## config.mk

```make
export PLATFORM = sky130hd
export DESIGN_NAME = uart_tx_fifo
export DESIGN_NICKNAME = d
export VERILOG_FILES = /design/src/rtl/uart_pkg.sv /design/src/rtl/sync_fifo.sv /design/src/rtl/uart_tx_fifo.sv
export SDC_FILE = /design/constraint.sdc
export NUM_CORES = 1
export LEC_CHECK = 0
export ABC_AREA = 1
export CAP_MARGIN = 20
export CORE_UTILIZATION = 60
export CTS_BUF_LIST = sky130_fd_sc_hd__clkbuf_16
export CTS_CLUSTER_DIAMETER = 40
export CTS_CLUSTER_SIZE = 24
export DETAILED_ROUTE_END_ITERATION = 16
export GPL_TIMING_DRIVEN = 0
export PLACE_DENSITY = 0.79
export SETUP_SLACK_MARGIN = 0.5
export SLEW_MARGIN = 20
export SYNTH_ARGS = -nofsm -noshare
export SYNTH_HDL_FRONTEND = slang
export SYNTH_SLANG_ARGS = --single-unit
export TNS_END_PERCENT = 100
```

## constraint.sdc

```tcl
create_clock -name clk -period 2.96 [get_ports clk]
set_clock_uncertainty 0.05 [all_clocks]
set_input_delay 0.592 -clock clk [delete_from_list [all_inputs] [get_ports clk]]
set_output_delay 0.592 -clock clk [all_outputs]
set_load 0.03 [all_outputs]
```

## src/rtl/uart_pkg.sv

```systemverilog
// uart_pkg: shared UART types, frame constants and baud divider helper
package uart_pkg;
  typedef enum logic [1:0] {IDLE, START, DATA, STOP} uart_tx_state_t;
  localparam int UART_DATA_BITS = 8;
  localparam int UART_STOP_BITS = 1;
  function automatic int baud_div(input int clk_freq, input int baud);
    return clk_freq / baud;
  endfunction
endpackage

```

## src/rtl/sync_fifo.sv

```systemverilog
// sync_fifo: single-clock show-ahead FIFO with occupancy count, full and empty
module sync_fifo #(
  parameter int WIDTH = 8,
  parameter int DEPTH = 8
) (
  input  logic                         clk,
  input  logic                         rst_n,
  input  logic                         wr_en,
  input  logic [WIDTH-1:0]             wr_data,
  input  logic                         rd_en,
  output logic [WIDTH-1:0]             rd_data,
  output logic                         full,
  output logic                         empty,
  output logic [$clog2(DEPTH+1)-1:0]   count
);
  localparam int AW = $clog2(DEPTH);
  localparam int CW = $clog2(DEPTH+1);
  logic [WIDTH-1:0] mem_q [DEPTH];
  logic [WIDTH-1:0] mem_d [DEPTH];
  logic [AW-1:0] wr_ptr_q, wr_ptr_d, rd_ptr_q, rd_ptr_d;
  logic [CW-1:0] count_q, count_d;
  logic do_rd, do_wr;
  assign do_rd   = rd_en && !empty;
  assign do_wr   = wr_en && (!full || do_rd);
  assign rd_data = mem_q[rd_ptr_q];
  assign full    = count_q == CW'(DEPTH);
  assign empty   = count_q == '0;
  assign count   = count_q;
  // A read frees the head slot, so a write into a full FIFO is taken when it coincides with a read
  always_comb begin
    mem_d = mem_q;
    if (do_wr) mem_d[wr_ptr_q] = wr_data;
    wr_ptr_d = do_wr ? wr_ptr_q + 1'b1 : wr_ptr_q;
    rd_ptr_d = do_rd ? rd_ptr_q + 1'b1 : rd_ptr_q;
    count_d  = count_q + CW'(do_wr) - CW'(do_rd);
  end
  // Storage is not reset; clearing the count and pointers discards every queued entry
  always_ff @(posedge clk) begin
    mem_q <= mem_d;
    if (!rst_n) begin
      wr_ptr_q <= '0;
      rd_ptr_q <= '0;
      count_q  <= '0;
    end else begin
      wr_ptr_q <= wr_ptr_d;
      rd_ptr_q <= rd_ptr_d;
      count_q  <= count_d;
    end
  end
endmodule

```

## src/rtl/uart_tx_fifo.sv

```systemverilog
// uart_tx_fifo: 8N1 UART transmitter, LSB first, fed from a write-side byte FIFO
module uart_tx_fifo
  import uart_pkg::*;
#(
  parameter int CLK_FREQ   = 10_000_000,
  parameter int BAUD       = 115200,
  parameter int FIFO_DEPTH = 8
) (
  input  logic                              clk,
  input  logic                              rst_n,
  input  logic                              en,
  input  logic [7:0]                        wr_data,
  input  logic                              wr_en,
  output logic                              fifo_full,
  output logic                              fifo_empty,
  output logic [$clog2(FIFO_DEPTH+1)-1:0]   fifo_count,
  output logic                              overflow,
  output logic                              busy,
  output logic                              tx
);
  localparam int DIV   = baud_div(CLK_FREQ, BAUD);
  localparam int CNT_W = DIV > 1 ? $clog2(DIV) : 1;
  localparam logic [CNT_W-1:0] CNT_MAX = CNT_W'(DIV - 1);
  localparam logic [2:0] LAST_BIT = 3'(UART_DATA_BITS - 1);
  uart_tx_state_t state_q, state_d;
  logic [CNT_W-1:0] cnt_q, cnt_d;
  logic [2:0] bit_q, bit_d;
  logic [7:0] shift_q, shift_d, rd_data;
  logic tx_q, tx_d, busy_q, busy_d, overflow_q, overflow_d;
  logic tick, start_ok, pop;
  sync_fifo #(.WIDTH(8), .DEPTH(FIFO_DEPTH)) u_fifo (
    .clk     (clk),
    .rst_n   (rst_n),
    .wr_en   (wr_en),
    .wr_data (wr_data),
    .rd_en   (pop),
    .rd_data (rd_data),
    .full    (fifo_full),
    .empty   (fifo_empty),
    .count   (fifo_count)
  );
  assign tick     = state_q != IDLE && cnt_q == CNT_MAX;
  assign start_ok = en && !fifo_empty;
  assign pop      = start_ok && (state_q == IDLE || (state_q == STOP && tick));
  assign tx       = tx_q;
  assign busy     = busy_q;
  assign overflow = overflow_q;
  // State and datapath registers; reset aborts any frame and returns the line to idle-high
  always_ff @(posedge clk) begin
    if (!rst_n) begin
      state_q    <= IDLE;
      cnt_q      <= '0;
      bit_q      <= '0;
      shift_q    <= '0;
      tx_q       <= 1'b1;
      busy_q     <= 1'b0;
      overflow_q <= 1'b0;
    end else begin
      state_q    <= state_d;
      cnt_q      <= cnt_d;
      bit_q      <= bit_d;
      shift_q    <= shift_d;
      tx_q       <= tx_d;
      busy_q     <= busy_d;
      overflow_q <= overflow_d;
    end
  end
  // Frame sequencing; a pending byte at the end of STOP chains straight into the next START
  always_comb begin
    state_d = state_q;
    case (state_q)
      IDLE:    if (start_ok) state_d = START;
      START:   if (tick) state_d = DATA;
      DATA:    if (tick && bit_q == LAST_BIT) state_d = STOP;
      STOP:    if (tick) state_d = start_ok ? START : IDLE;
      default: state_d = IDLE;
    endcase
  end
  // Next line level, shifter and bit index, computed so tx comes straight from a flop
  always_comb begin
    cnt_d      = (state_q == IDLE || tick) ? '0 : cnt_q + 1'b1;
    bit_d      = bit_q;
    shift_d    = shift_q;
    tx_d       = tx_q;
    busy_d     = state_d != IDLE;
    overflow_d = wr_en && fifo_full && !pop;
    if (pop) begin
      shift_d = rd_data;
      tx_d    = 1'b0;
    end else if (tick && (state_q == START || (state_q == DATA && bit_q != LAST_BIT))) begin
      tx_d    = shift_q[0];
      shift_d = shift_q >> 1;
      bit_d   = state_q == START ? 3'd0 : bit_q + 3'd1;
    end else if (tick) begin
      tx_d = 1'b1;
    end
  end
endmodule

```

# ---- Word-level counts from Yosys, hierarchy flattened
# Cells that the tools add are included.
dict set report word_totals {
  regBits 97
  output_inout_bits 9
  inputBits 12
  word_cells 83
}
dict set report classes {
  reduce_logical 27
  muxes 18
  add_sub_neg 6
  n_eq_ne 7
  bitwise 4
  order_cmp 3
}
# operator n
set ops {}
lappend ops {{$bwmux 64} 1}
lappend ops {{$mux 8} 5}
lappend ops {{$bmux 8 s3} 1}
lappend ops {{$demux 8 s3} 1}
lappend ops {{$logic_and 1x1->1} 12}
lappend ops {{$add 3x1->3 const B} 3}
lappend ops {{$ge 4x4->1 const B} 2}
lappend ops {{$mux 2} 4}
lappend ops {{$not 3->4} 2}
lappend ops {{$pmux 2 s4} 1}
lappend ops {{$add 7x1->7 const B} 1}
lappend ops {{$eq 7x7->1 const B} 1}
lappend ops {{$reduce_bool 2->1} 3}
lappend ops {{$add 4x1->4} 1}
lappend ops {{$eq 2x2->1 const B} 2}
lappend ops {{$eq 4x4->1 const B} 1}
lappend ops {{$logic_not 4->1} 1}
lappend ops {{$logic_or 1x1->1} 4}
lappend ops {{$lt 4x1->1 const B} 1}
lappend ops {{$mux 1} 4}
lappend ops {{$sub 4x1->4} 1}
lappend ops {{$eq 3x3->1 const B} 1}
lappend ops {{$logic_not 1->1} 3}
lappend ops {{$mux 3} 1}
lappend ops {{7 further kinds} 8}

# ---- Depth between registers and ports, before layout
dict set report depth {
  depth_word 10
  mapped_depth 17
  mapped_depth_nobuf 16
}

# ---- By module
# A second synthesis with hierarchy kept.
dict set report unflattened {
  hier_cells 434
  area_unflattened_um2 4259.1
}
# module area_each_um2 seq_area_each_um2 cells_each instances
set modules_own_cells {}
lappend modules_own_cells {sync_fifo 3146.8 2122.0 285 1}
lappend modules_own_cells {uart_tx_fifo 1112.3 460.4 149 1}

# ---- Worst setup path after synthesis
# Ideal clock, no wire load.
dict set report synth_path {
  path_kind {flip-flop to flip-flop}
  startpoint {register u_fifo.count_q[2], in the netlist u_fifo.count[2]}
  endpoint {register u_fifo.count_q[2], in the netlist u_fifo.count[2]}
  period_less_slack_ns 2.504
  path_stages_with_launch 16
  required_ns 2.793
  n_path_buf 1
  path_slack_ns 0.456
  arrival_ns 2.337
  setup_ns 0.117
  path_cell_list {dfxtp_1 -> inv_1 -> ha_1 -> inv_1 -> o21ai_1 -> nor2_2 -> nand2_4 -> inv_4 -> buf_12 -> ha_1 -> inv_1 -> ha_1 -> inv_1 -> fa_1 -> xor2_1 -> nor2_1}
}
dict set report synth_between {
  elab_chain_len 9
  elab_cells_between_ends 11
  cone_classes {2 x add/sub; 1 x eq/ne; 8 x reduce/logical}
}
# item line
set synth_lines {}
lappend synth_lines {{start, declared} sync_fifo.sv:21} ;# logic [CW-1:0] count_q, count_d;
lappend synth_lines {{start signal, assigned} sync_fifo.sv:47} ;# count_q <= count_d;
lappend synth_lines {{$logic_not 4->1 (*)} sync_fifo.sv:27} ;# assign empty = count_q == '0;
lappend synth_lines {{$logic_not 1->1 (*)} {sync_fifo.sv:23, uart_tx_fifo.sv:43}}
lappend synth_lines {{$logic_and 1x1->1} uart_tx_fifo.sv:43} ;# assign start_ok = en && !fifo_empty;
lappend synth_lines {{$logic_and 1x1->1} uart_tx_fifo.sv:44} ;# assign pop = start_ok && (state_q == IDLE || (state_q == STOP && tick));
lappend synth_lines {{$logic_and 1x1->1 (*)} sync_fifo.sv:23} ;# assign do_rd = rd_en && !empty;
lappend synth_lines {{net u_fifo.do_rd} sync_fifo.sv:22} ;# logic do_rd, do_wr;
lappend synth_lines {{$logic_or 1x1->1} sync_fifo.sv:24} ;# assign do_wr = wr_en && (!full || do_rd);
lappend synth_lines {{$logic_and 1x1->1} sync_fifo.sv:24}
lappend synth_lines {{$add 4x1->4} sync_fifo.sv:35} ;# count_d = count_q + CW'(do_wr) - CW'(do_rd);
lappend synth_lines {{$sub 4x1->4 (*)} sync_fifo.sv:35}
# The timed path passes the listed nets; every way through them passes the cells marked *.
# A chain may end at the register's enable or synchronous reset.

# ---- Worst setup path after layout
dict set report layout_path {
  startpoint {register u_fifo.count_q[2], in the netlist u_fifo.count[2]}
  endpoint {output port fifo_empty}
}
dict set report layout_between {
  elab_chain_len 1
}
# item line
set layout_lines {}
lappend layout_lines {{$logic_not 4->1} sync_fifo.sv:27}
lappend layout_lines {{end, declared} uart_tx_fifo.sv:15} ;# output logic fifo_empty,
# Every way passes these cells.

==> impl_metrics.py <==
metrics = {
    "final_layout": {
        "final_core_util_pct": 73.8,
        "layout_commonest_cell": "nand2_1",
        "area_growth_pct": 16.2,
        "drive_above_1_share_pct": 21.9,
        "fillCellCount": 499,
        "final_nets": 503,
        "diodes": 0,
        "final_cell_mix": "85 x nand2_1, 81 x nor2_1, 64 x edfxtp_1",
    },
    "critical_path": {
        "crit_required_ps": 2320,
        "worstPathMaxFanout": 3,
        "worstRegToRegCells": 14,
        "crit_arrival_ps": 1730,
        "r2r-end": "u_fifo.count[1]",
        "r2r_slack_ps": 600,
        "timing.rr.start": "u_fifo.count[2]",
        "cp-start-kind": "register",
        "crit_path_end_kind": "output port",
        "critPathKind": "register to output port",
    },
    "synthesis": {
        "synth-seq-cells": 97,
        "synth.net_count": 467,
        "synth_top_area_cell": "edfxtp_1",
        "synthDistinctLibCells": 33,
        "yosysSeqAreaShare_pct": 58.9,
        "synth.area.top_cells": "edfxtp_1 44%, dfxtp_1 15%, nand2_1 7.3%, nor2_1 6.9%, ha_1 3.4%",
        "avgSynthCellArea_um2": 9.91,
        "synth_area_mm2": 0.00438,
        "syn_inst": 442,
        "yosysTopAreaCellShare_pct": 43.9,
        "yosysWarnings": 0,
    },
    "sta": {
        "finalSetupTns_ps": 0,
        "tightestPinTransition_ps": 872,
        "finalCritPeriodShare_pct": 80.3,
        "max_freq_ghz": 0.421,
        "slew_headroom_pct": 41.6,
        "drv_slew": 0,
        "hold_viol": 0,
        "fin_crit_ps": 2380,
        "worst_slack_ps": 584,
        "setup_viol": 0,
        "rsz0062_at_grt": "false",
    },
    "global_route": {
        "grt-ovfl-total": 0,
        "grt_pass1_vias": 2893,
        "grt_pass1_wl_mm": 13.1,
        "grt_max_degree": 20,
        "track_usage_pct": 23.9,
        "grt_antenna_before_repair": 0,
    },
    "clocking": {
        "insertion_delay_ps": 350,
        "cts_buffer_depth": 2,
        "hold_buffers": 0,
        "cts_root_buffer": "clkbuf_16",
        "cts_max_level": 3,
        "cts_sinks": 97,
        "numCtsBuffers": 9,
        "path_clk_slew_ps": 80,
        "cts_tree": "yes",
    },
    "detailed_routing": {
        "wirelength_mm": 8.27,
        "num_vias": 3059,
        "drt-wirelength-per-cell_um": 14.3,
        "first_iter_violations": 176,
        "final_antenna_net_count": 0,
        "drcViolationCount": 0,
        "vias_per_cell": 5.28,
        "first_pass_iters": 4,
    },
    "power": {
        "p_leak_nw": 2.05,
        "finalPower_mw": 4.22,
        "p_seq_share_pct": 39.4,
        "power.density_mw_per_mm2": 828,
        "sw_frac_of_total_pct": 34.2,
        "switching_power_mw": 1.44,
        "p_comb_share_pct": 31.5,
        "p_int_mw": 2.78,
        "clkPwrFrac_pct": 29.1,
        "ir_drop_v": 0.000469,
    },
    "die": {
        "fp.dieH_um": 87.5,
        "start_util_pct": 63.4,
        "rows": 30,
        "io_pins": 21,
        "die_w_um": 87.5,
        "core_mm2": 0.00691,
        "die_area_mm2": 0.00765,
    },
    "status": {
        "status": "finished, final reports clean",
    },
    "flow_run": {
        "cap_violations": 0,
    },
    "hold_path": {
        "hold_depth": 2,
        "worstHoldStart": "bit_q[1]",
        "min_to": "bit_q[1]",
        "hold_path.class": "register to register",
    },
    "placement": {
        "post-place-ws_ps": 57.0,
        "io_buffers": 19,
        "dp_hpwl_mm": 5.39,
        "gp_congestion": 0.860,
    },
}
-- power groups by stage --
stage / clock [mW] / sequential [mW] / combinational [mW]
2_1_floorplan: 0 / 1.73 / 0.877
3_3_place_gp: 0 / 1.68 / 1.23
3_5_place_dp: 0 / 1.69 / 1.26
4_1_cts: 1.24 / 1.66 / 1.30
5_1_grt: 1.29 / 1.68 / 1.48
6_report: 1.23 / 1.66 / 1.33
-- synth_stat cells (all sizes together) --
| cell type | n |
|---|---|
| nor3b | 3 |
| nand3b | 1 |
| clkinv | 1 |
| inv | 36 |
| buf | 16 |
| fa | 1 |
| ha | 12 |
| xor2 | 3 |
| a211oi | 1 |
| o21a | 1 |
| nor3 | 1 |
| and3 | 1 |
| o22ai | 2 |
| nand2 | 100 |
| edfxtp | 64 |
| a21oi | 11 |
| nor2 | 91 |
| dfxtp | 33 |
| nand3 | 28 |
| o21ai | 36 |
-- logic make-up (layout without fill, tap and decap cells) --
| kind of cell | after synthesis | after routing | synth area share, % |
|---|---|---|---|
| xor+xnor | 3 | 3 | 0.600 |
| compound gates | 51 | 51 | 6.25 |
| fa+ha+maj | 13 | 13 | 3.88 |
| buf+inv | 53 | 94 | 6.11 |
| simple gates | 225 | 225 | 24.2 |
| flops | 97 | 97 | 58.9 |
-- sequential cells by signal (all words and copies together), names as in the netlist --
name,flops
busy,1
u_fifo.mem_q,64
tx,1
u_fifo.rd_ptr_q,3
u_fifo.count,4
state_q,2
shift_q,8
cnt_q,7
u_fifo.wr_ptr_q,3
overflow,1
bit_q,3
-- through the flow --
step,std cells,cell area (um^2),hold WS [ps]
CTS,576,5050,403
detailed placement,557,4690,411
global route,579,5090,440
floorplan,442,4380,383
global placement,557,4690,394
finish,579,5090,418
-- critical path: stages (launching register included) --
cell             delay [ps]
dfxtp_2                 320
inv_1                    90
ha_1                    170
inv_2                    40
nor2_1                   90
clkdlybuf4s50_1         670
-- cell type report --
type	instances	area (um^2)	share of cell area [%]
buffer	16	124	2.43
clock buffer	9	225	4.42
clock inverter	7	95.1	1.87
inverter	37	144	2.82
multi-input combinational	292	1560	30.6
sequential	97	2590	50.8
tap	96	120	2.36
timing repair buffer	25	236	4.64
-- how the worst max path moves through the flow --
stage / from / end / slack (ps) / depth (start not counted)
4_1_cts: en / u_fifo.count[2] / 520 / 13
5_1_grt: cnt_q[0] / u_fifo.count[2] / 500 / 15
3_3_place_gp: en / u_fifo.count[2] / 140 / 13
3_5_place_dp: en / u_fifo.count[3] / 60 / 14
2_1_floorplan: u_fifo.count[3] / u_fifo.count[2] / 510 / 15
6_report: u_fifo.count[2] / fifo_empty / 580 / 5
-- metal layers --
layer	global-route usage, %	up-vias	wire (um)
li1	-	1522	-
met5	0	-	0
met2	41.3	98	4200
met1	28.2	1420	3380
met4	13.3	0	212
met3	4.27	19	479
-- timing repair --
item / CTS / global route
gates resized for setup: 5 / 11
pin swaps: 2 / 5
buffers inserted: 3 / 3
gates cloned: 0 / 0
endpoints found under the setup margin: 12 / 19
Power figures use the tool's default switching activity.
==> edit 1, RTL diff (config.mk and constraints unchanged) <==
`shift_q` no longer has a reset.
--- a/src/rtl/uart_tx_fifo.sv
+++ b/src/rtl/uart_tx_fifo.sv
@@ -51,7 +51,6 @@
       state_q    <= IDLE;
       cnt_q      <= '0;
       bit_q      <= '0;
-      shift_q    <= '0;
       tx_q       <= 1'b1;
       busy_q     <= 1'b0;
       overflow_q <= 1'b0;
@@ -59,11 +58,14 @@
       state_q    <= state_d;
       cnt_q      <= cnt_d;
       bit_q      <= bit_d;
-      shift_q    <= shift_d;
       tx_q       <= tx_d;
       busy_q     <= busy_d;
       overflow_q <= overflow_d;
     end
+  end
+
+  always_ff @(posedge clk) begin
+    shift_q <= shift_d;
   end
   // Frame sequencing; a pending byte at the end of STOP chains straight into the next START
   always_comb begin
Check against the original RTL: same outputs for any inputs over 10 cycles, from zero or initial values and one cycle with rst_n low; that may be too few to reach the edited logic, so the function may still have changed.
==> edit 1 against the original RTL <==
  * Wire length decreased by 2.2%
  * Synthesized cell count down 15%
  * Synthesized area fell by 5.3%
  * Sequential cell count unchanged
  * Combinational power down 9%
  * Final area fell by 4.8%
  * Total power down 5.3%
  * Setup slack worse by 14 ps
  * Critical path type is now input pin to flop
==> edit 1: results (changes against the original RTL) <==
Worst Path Arrival 2610 ps (was 1730 ps); share of cells above drive strength 1 18.6% (was 21.9%); sequential element share of the synthesized area 64.1% (was 58.9%); worst-path fanout max 6 (was 3); XOR/XNOR Fraction of Synth Area 0.422% (was 0.600%); Initial DRC Count 219 (was 176); most frequent cells after synthesis 72 x edfxtp_1, 61 x nor2_1, 49 x nand2_1, 36 x o21ai_0 (was 85 x nand2_1, 81 x nor2_1, 64 x edfxtp_1, 33 x dfxtp_1, 29 x o21ai_1); pin count of the biggest net entering global routing 18 (was 20); Net Count, Synth 402 (was 467); Max VDD drop 0.000593 V (was 0.000469 V); Clk pin slew, worst setup/hold paths 60 ps (was 80 ps); Synth Area in Adders 4.10% (was 3.88%); outcome finished, final reports clean (unchanged); GPL Wtd Cong 0.795 (was 0.860); Worst Tran Pin Value 560 ps (was 872 ps); via count 2903 (was 3059); DP Worst Slack 1.40 ps (was 57.0 ps); synthesized area per cell 11.0 µm² (was 9.91 µm²); fin cells 501 (was 579); WL per Instance 16.1 µm (was 14.3 µm); placed wire-length estimate 5220 µm (was 5390 µm); Total Nets Final 445 (was 503); peak per-stage delay on the critical path 470 ps (was 670 ps); vias in the first global route 2827 (was 2893); P_sw 1.32 mW (was 1.44 mW); Placed Instances 474 (was 557); EDFF count, synth 72 (was 64); ranking of synthesized cells by area edfxtp_1 52%, dfxtp_1 12%, nor2_1 5.5% (was edfxtp_1 44%, dfxtp_1 15%, nand2_1 7.3%); compound-gate portion of the synthesized area 10.3% (was 6.25%); synth unique cells 38 (was 33)
edit 1: final cells by class:
| type | count | area share (%) |
|---|---|---|
| flip-flops and latches | 97 | 55.0 |
| plain buffers | 11 | 1.21 |
| inverters | 33 | 2.71 |
| multi-input cells | 236 | 27.4 |
| clock buffers | 9 | 4.64 |
| repair buffers | 32 | 5.96 |
| well taps | 77 | 1.99 |
| clock inverters | 6 | 1.13 |
edit 1: critical path, delay by kind of cell:
family                     cells  cell delay (ps)
buffers and inverters          4              680
AOI/OAI and AO/OA              4              560
adders and majority gates      2              400
and+or+nand+nor                4              380
edit 1: cells by family (layout without fill, tap and decap cells):
logic type	Yosys count	in the layout
and+or+nand+nor	146	146
AOI/OAI and AO/OA	75	75
buffers and inverters	44	91
adders and majority gates	13	13
xor gates and xnor gates	2	2
DFF	97	97
edit 1: final timing paths:
kind                                            startpoint                         end  slack, ps  cells after the start
worst min register to register         cnt_q[0]$_SDFF_PP0_         cnt_q[0]$_SDFF_PP0_        390                      1
worst max-delay path                                    en  u_fifo.count[3]$_SDFF_PN0_        570                     14
worst max register to register  u_fifo.count[1]$_SDFF_PN0_  u_fifo.count[3]$_SDFF_PN0_        590                     15
worst min-delay path                   cnt_q[0]$_SDFF_PP0_         cnt_q[0]$_SDFF_PP0_        390                      1
edit 1: what timing repair did:
item / CTS / global route
endpoints found under the hold margin: 0 / 0
endpoints found under the setup margin: 12 / 32
buffers inserted: 7 / 5
gates resized for setup: 6 / 7
cloned: 0 / 0
pin swaps: 4 / 3
edit 1: power groups by stage:
| stage | clock network (mW) | registers (mW) | logic (mW) |
|---|---|---|---|
| after detailed placement | 0 | 1.74 | 1.08 |
| final | 1.07 | 1.71 | 1.21 |
| after global routing | 1.12 | 1.72 | 1.34 |
| after global placement | 0 | 1.73 | 1.03 |
| after floorplan | 0 | 1.77 | 0.695 |
| after CTS | 1.08 | 1.71 | 1.15 |
edit 1: per-layer routing:
layer	vias up	routed length [µm]	global-route usage (%)	part of all wire [%]
met5	-	0	0	0
met4	0	173	13.4	2.1
met3	14	512	3.60	6.3
met2	102	4060	41.6	50
met1	1395	3350	29.9	41
li1	1392	-	-	-
edit 1: metrics by stage:
stage	utilization, %	power, mW	area, µm²
after detailed placement	68.1	2.81	4450
final	74.3	4.00	4850
after global placement	68.1	2.76	4450
after CTS	73.4	3.94	4790
after floorplan	-	2.47	4150
after global routing	74.3	4.18	4850
==> edit 2, RTL diff (config.mk and constraints unchanged) <==
Without the edit above. The parameter `BAUD` goes from 115200 to 57600.
--- a/src/rtl/uart_tx_fifo.sv
+++ b/src/rtl/uart_tx_fifo.sv
@@ -3,7 +3,7 @@
   import uart_pkg::*;
 #(
   parameter int CLK_FREQ   = 10_000_000,
-  parameter int BAUD       = 115200,
+  parameter int BAUD       = 57600,
   parameter int FIFO_DEPTH = 8
 ) (
   input  logic                              clk,
Behaviour: no difference found for any inputs over 10 cycles, from zero or initial values and one cycle with rst_n low; that may be too few to reach the edited logic, so the function may still have changed.
==> edit 2 against the original RTL <==
  * Via count increased by 5.5%
  * Core utilization decreased by 0.27 points
  * Total power is 2.2% lower
  * Final area decreased by 0.91%
  * Setup slack gained 1.3 ps
  * Synthesized area decreased by 1.8%
  * Synthesized cell count increased by 1.1%
  * Wire length is 8.0% higher
  * Sequential cell count is 1 higher
  * Critical endpoint unchanged
  * Largest cell class unchanged
  * Largest power group unchanged
==> edit 2: results (changes against the original RTL) <==
WL per Instance 15.3 µm (was 14.3 µm); synth unique cells 38 (was 33); CP endpoint fifo_empty (unchanged); worst reg-to-reg setup slack 620 ps (was 600 ps); outcome finished, final reports clean (unchanged); global route overflow 0 (unchanged); Net Count, Synth 472 (was 467); DRT Pass-1 Iters 5 (was 4); Regs by FF count u_fifo.mem_q: 64 flops, cnt_q: 8 flops, shift_q: 8 flops (was u_fifo.mem_q: 64 flops, shift_q: 8 flops, cnt_q: 7 flops); Max VDD drop 0.000437 V (was 0.000469 V); RR Endpoint u_fifo.count[1]$_SDFF_PN0_ (unchanged); via count 3228 (was 3059); R2R depth 15 (was 14); ranking of synthesized cells by area edfxtp_1 45%, dfxtp_1 16%, nand2_1 7.8% (was edfxtp_1 44%, dfxtp_1 15%, nand2_1 7.3%); ys flop type edfxtp_1 (unchanged); number of port buffers 19 (unchanged); initial antenna violation count 0 (unchanged); Post-synth ARST share 0% (unchanged); sequential element share of the synthesized area 60.5% (was 58.9%); Antenna Cells 0 (unchanged); leakage 2.02 nW (was 2.05 nW); GPL Wtd Cong 0.795 (was 0.860); Area after DPL 4620 µm² (was 4690 µm²); total track usage 25.8% (was 23.9%); share of cells above drive strength 1 16.6% (was 21.9%); EDFF count, synth 64 (unchanged); Worst Tran Pin Value 578 ps (was 872 ps); first-pass GRT wire length 14200 µm (was 13100 µm); Total Nets Final 510 (was 503); clock root cell clkbuf_16 (unchanged); Max Cap Viol 0 (unchanged); placed wire-length estimate 5750 µm (was 5390 µm); Clk pin slew, worst setup/hold paths 60 ps (was 80 ps); Worst Path Arrival 1730 ps (about the same); most frequent cells after synthesis 89 x nand2_1, 84 x nor2_1, 64 x edfxtp_1, 34 x dfxtp_1 (was 85 x nand2_1, 81 x nor2_1, 64 x edfxtp_1, 33 x dfxtp_1, 29 x o21ai_1); Worst Hold Class flop to flop (unchanged); Skew-Pair Late Insertion Delay approximately 340 ps; Initial DRC Count 303 (was 176); pin count of the biggest net entering global routing 18 (was 20); Worst R2R Start cnt_q[1]$_SDFF_PP0_ (was u_fifo.count[2]$_SDFF_PN0_); vias in the first global route 3109 (was 2893)
-- edit 2: final cells by class --
type / count / area (µm²)
buffer: 16 / 93.8
sequential: 98 / 2610
timing repair buffer: 27 / 249
multi-input combinational: 296 / 1530
fill: 488 / 1820
tap: 96 / 120
clock inverter: 6 / 75.1
inverter: 37 / 148
clock buffer: 9 / 225
-- edit 2: worst min-delay path by stage --
stage | slack, ps | cells after the start | end | startpoint
2_1_floorplan | 390 | 1 | cnt_q[0]$_SDFF_PP0_ | cnt_q[0]$_SDFF_PP0_
3_3_place_gp | 400 | 2 | bit_q[1]$_SDFFE_PN0P_ | bit_q[1]$_SDFFE_PN0P_
3_5_place_dp | 420 | 1 | cnt_q[0]$_SDFF_PP0_ | cnt_q[0]$_SDFF_PP0_
4_1_cts | 430 | 1 | cnt_q[0]$_SDFF_PP0_ | cnt_q[0]$_SDFF_PP0_
5_1_grt | 420 | 1 | cnt_q[0]$_SDFF_PP0_ | cnt_q[0]$_SDFF_PP0_
6_report | 400 | 1 | cnt_q[0]$_SDFF_PP0_ | cnt_q[0]$_SDFF_PP0_
-- edit 2: report_power, final --
group	switching, mW	internal, mW	leakage [nW]	total, mW
Clock	0.500	0.661	0.144	1.16
Sequential	0.0676	1.60	0.860	1.67
Combinational	0.824	0.473	1.01	1.30
-- edit 2: critical path, cell delays in order (launching register included) --
cell	delay, ps
dfxtp_2	320
inv_1	90
ha_1	150
inv_1	50
nor2_1	100
clkdlybuf4s50_1	670
-- edit 2: metal layers --
metal  GRT usage (%)  vias up  part of all wire (%)
met2            40.4      121                    49
met5               0        -                     0
met1            33.8     1533                    42
met3            4.29       20                   7.2
met4            15.8        0                   2.1
li1                -     1554                     -
-- edit 2: kinds of logic after synthesis --
logic type / Yosys count / synth area share (%)
buffers and inverters: 53 / 5.55
XOR/XNOR: 4 / 0.814
AND/OR/NAND/NOR: 229 / 22.9
flip-flops: 98 / 60.5
adder cells (fa/ha/maj): 13 / 3.95
AO/OA/AOI/OAI: 50 / 6.31
-- edit 2: timing repair --
action                                 4_1_cts  5_1_grt
pin swaps                                    2        7
endpoints found under the hold margin        0        0
hold buffers                                 0        0
setup endpoints to repair                   20       30
setup buffers                                2        6
gates resized for setup                      6       19
-- edit 2: through the flow --
| step | power (mW) | instances | setup slack (ps) | hold slack [ps] |
|---|---|---|---|---|
| finish | 4.13 | 585 | 585 | 404 |
| global route | 4.34 | 585 | 511 | 420 |
| CTS | 4.06 | 579 | 455 | 433 |
| detailed placement | 2.87 | 562 | 40.3 | 418 |
| global placement | 2.82 | 562 | 119 | 405 |
| floorplan | 2.52 | 447 | 526 | 391 |
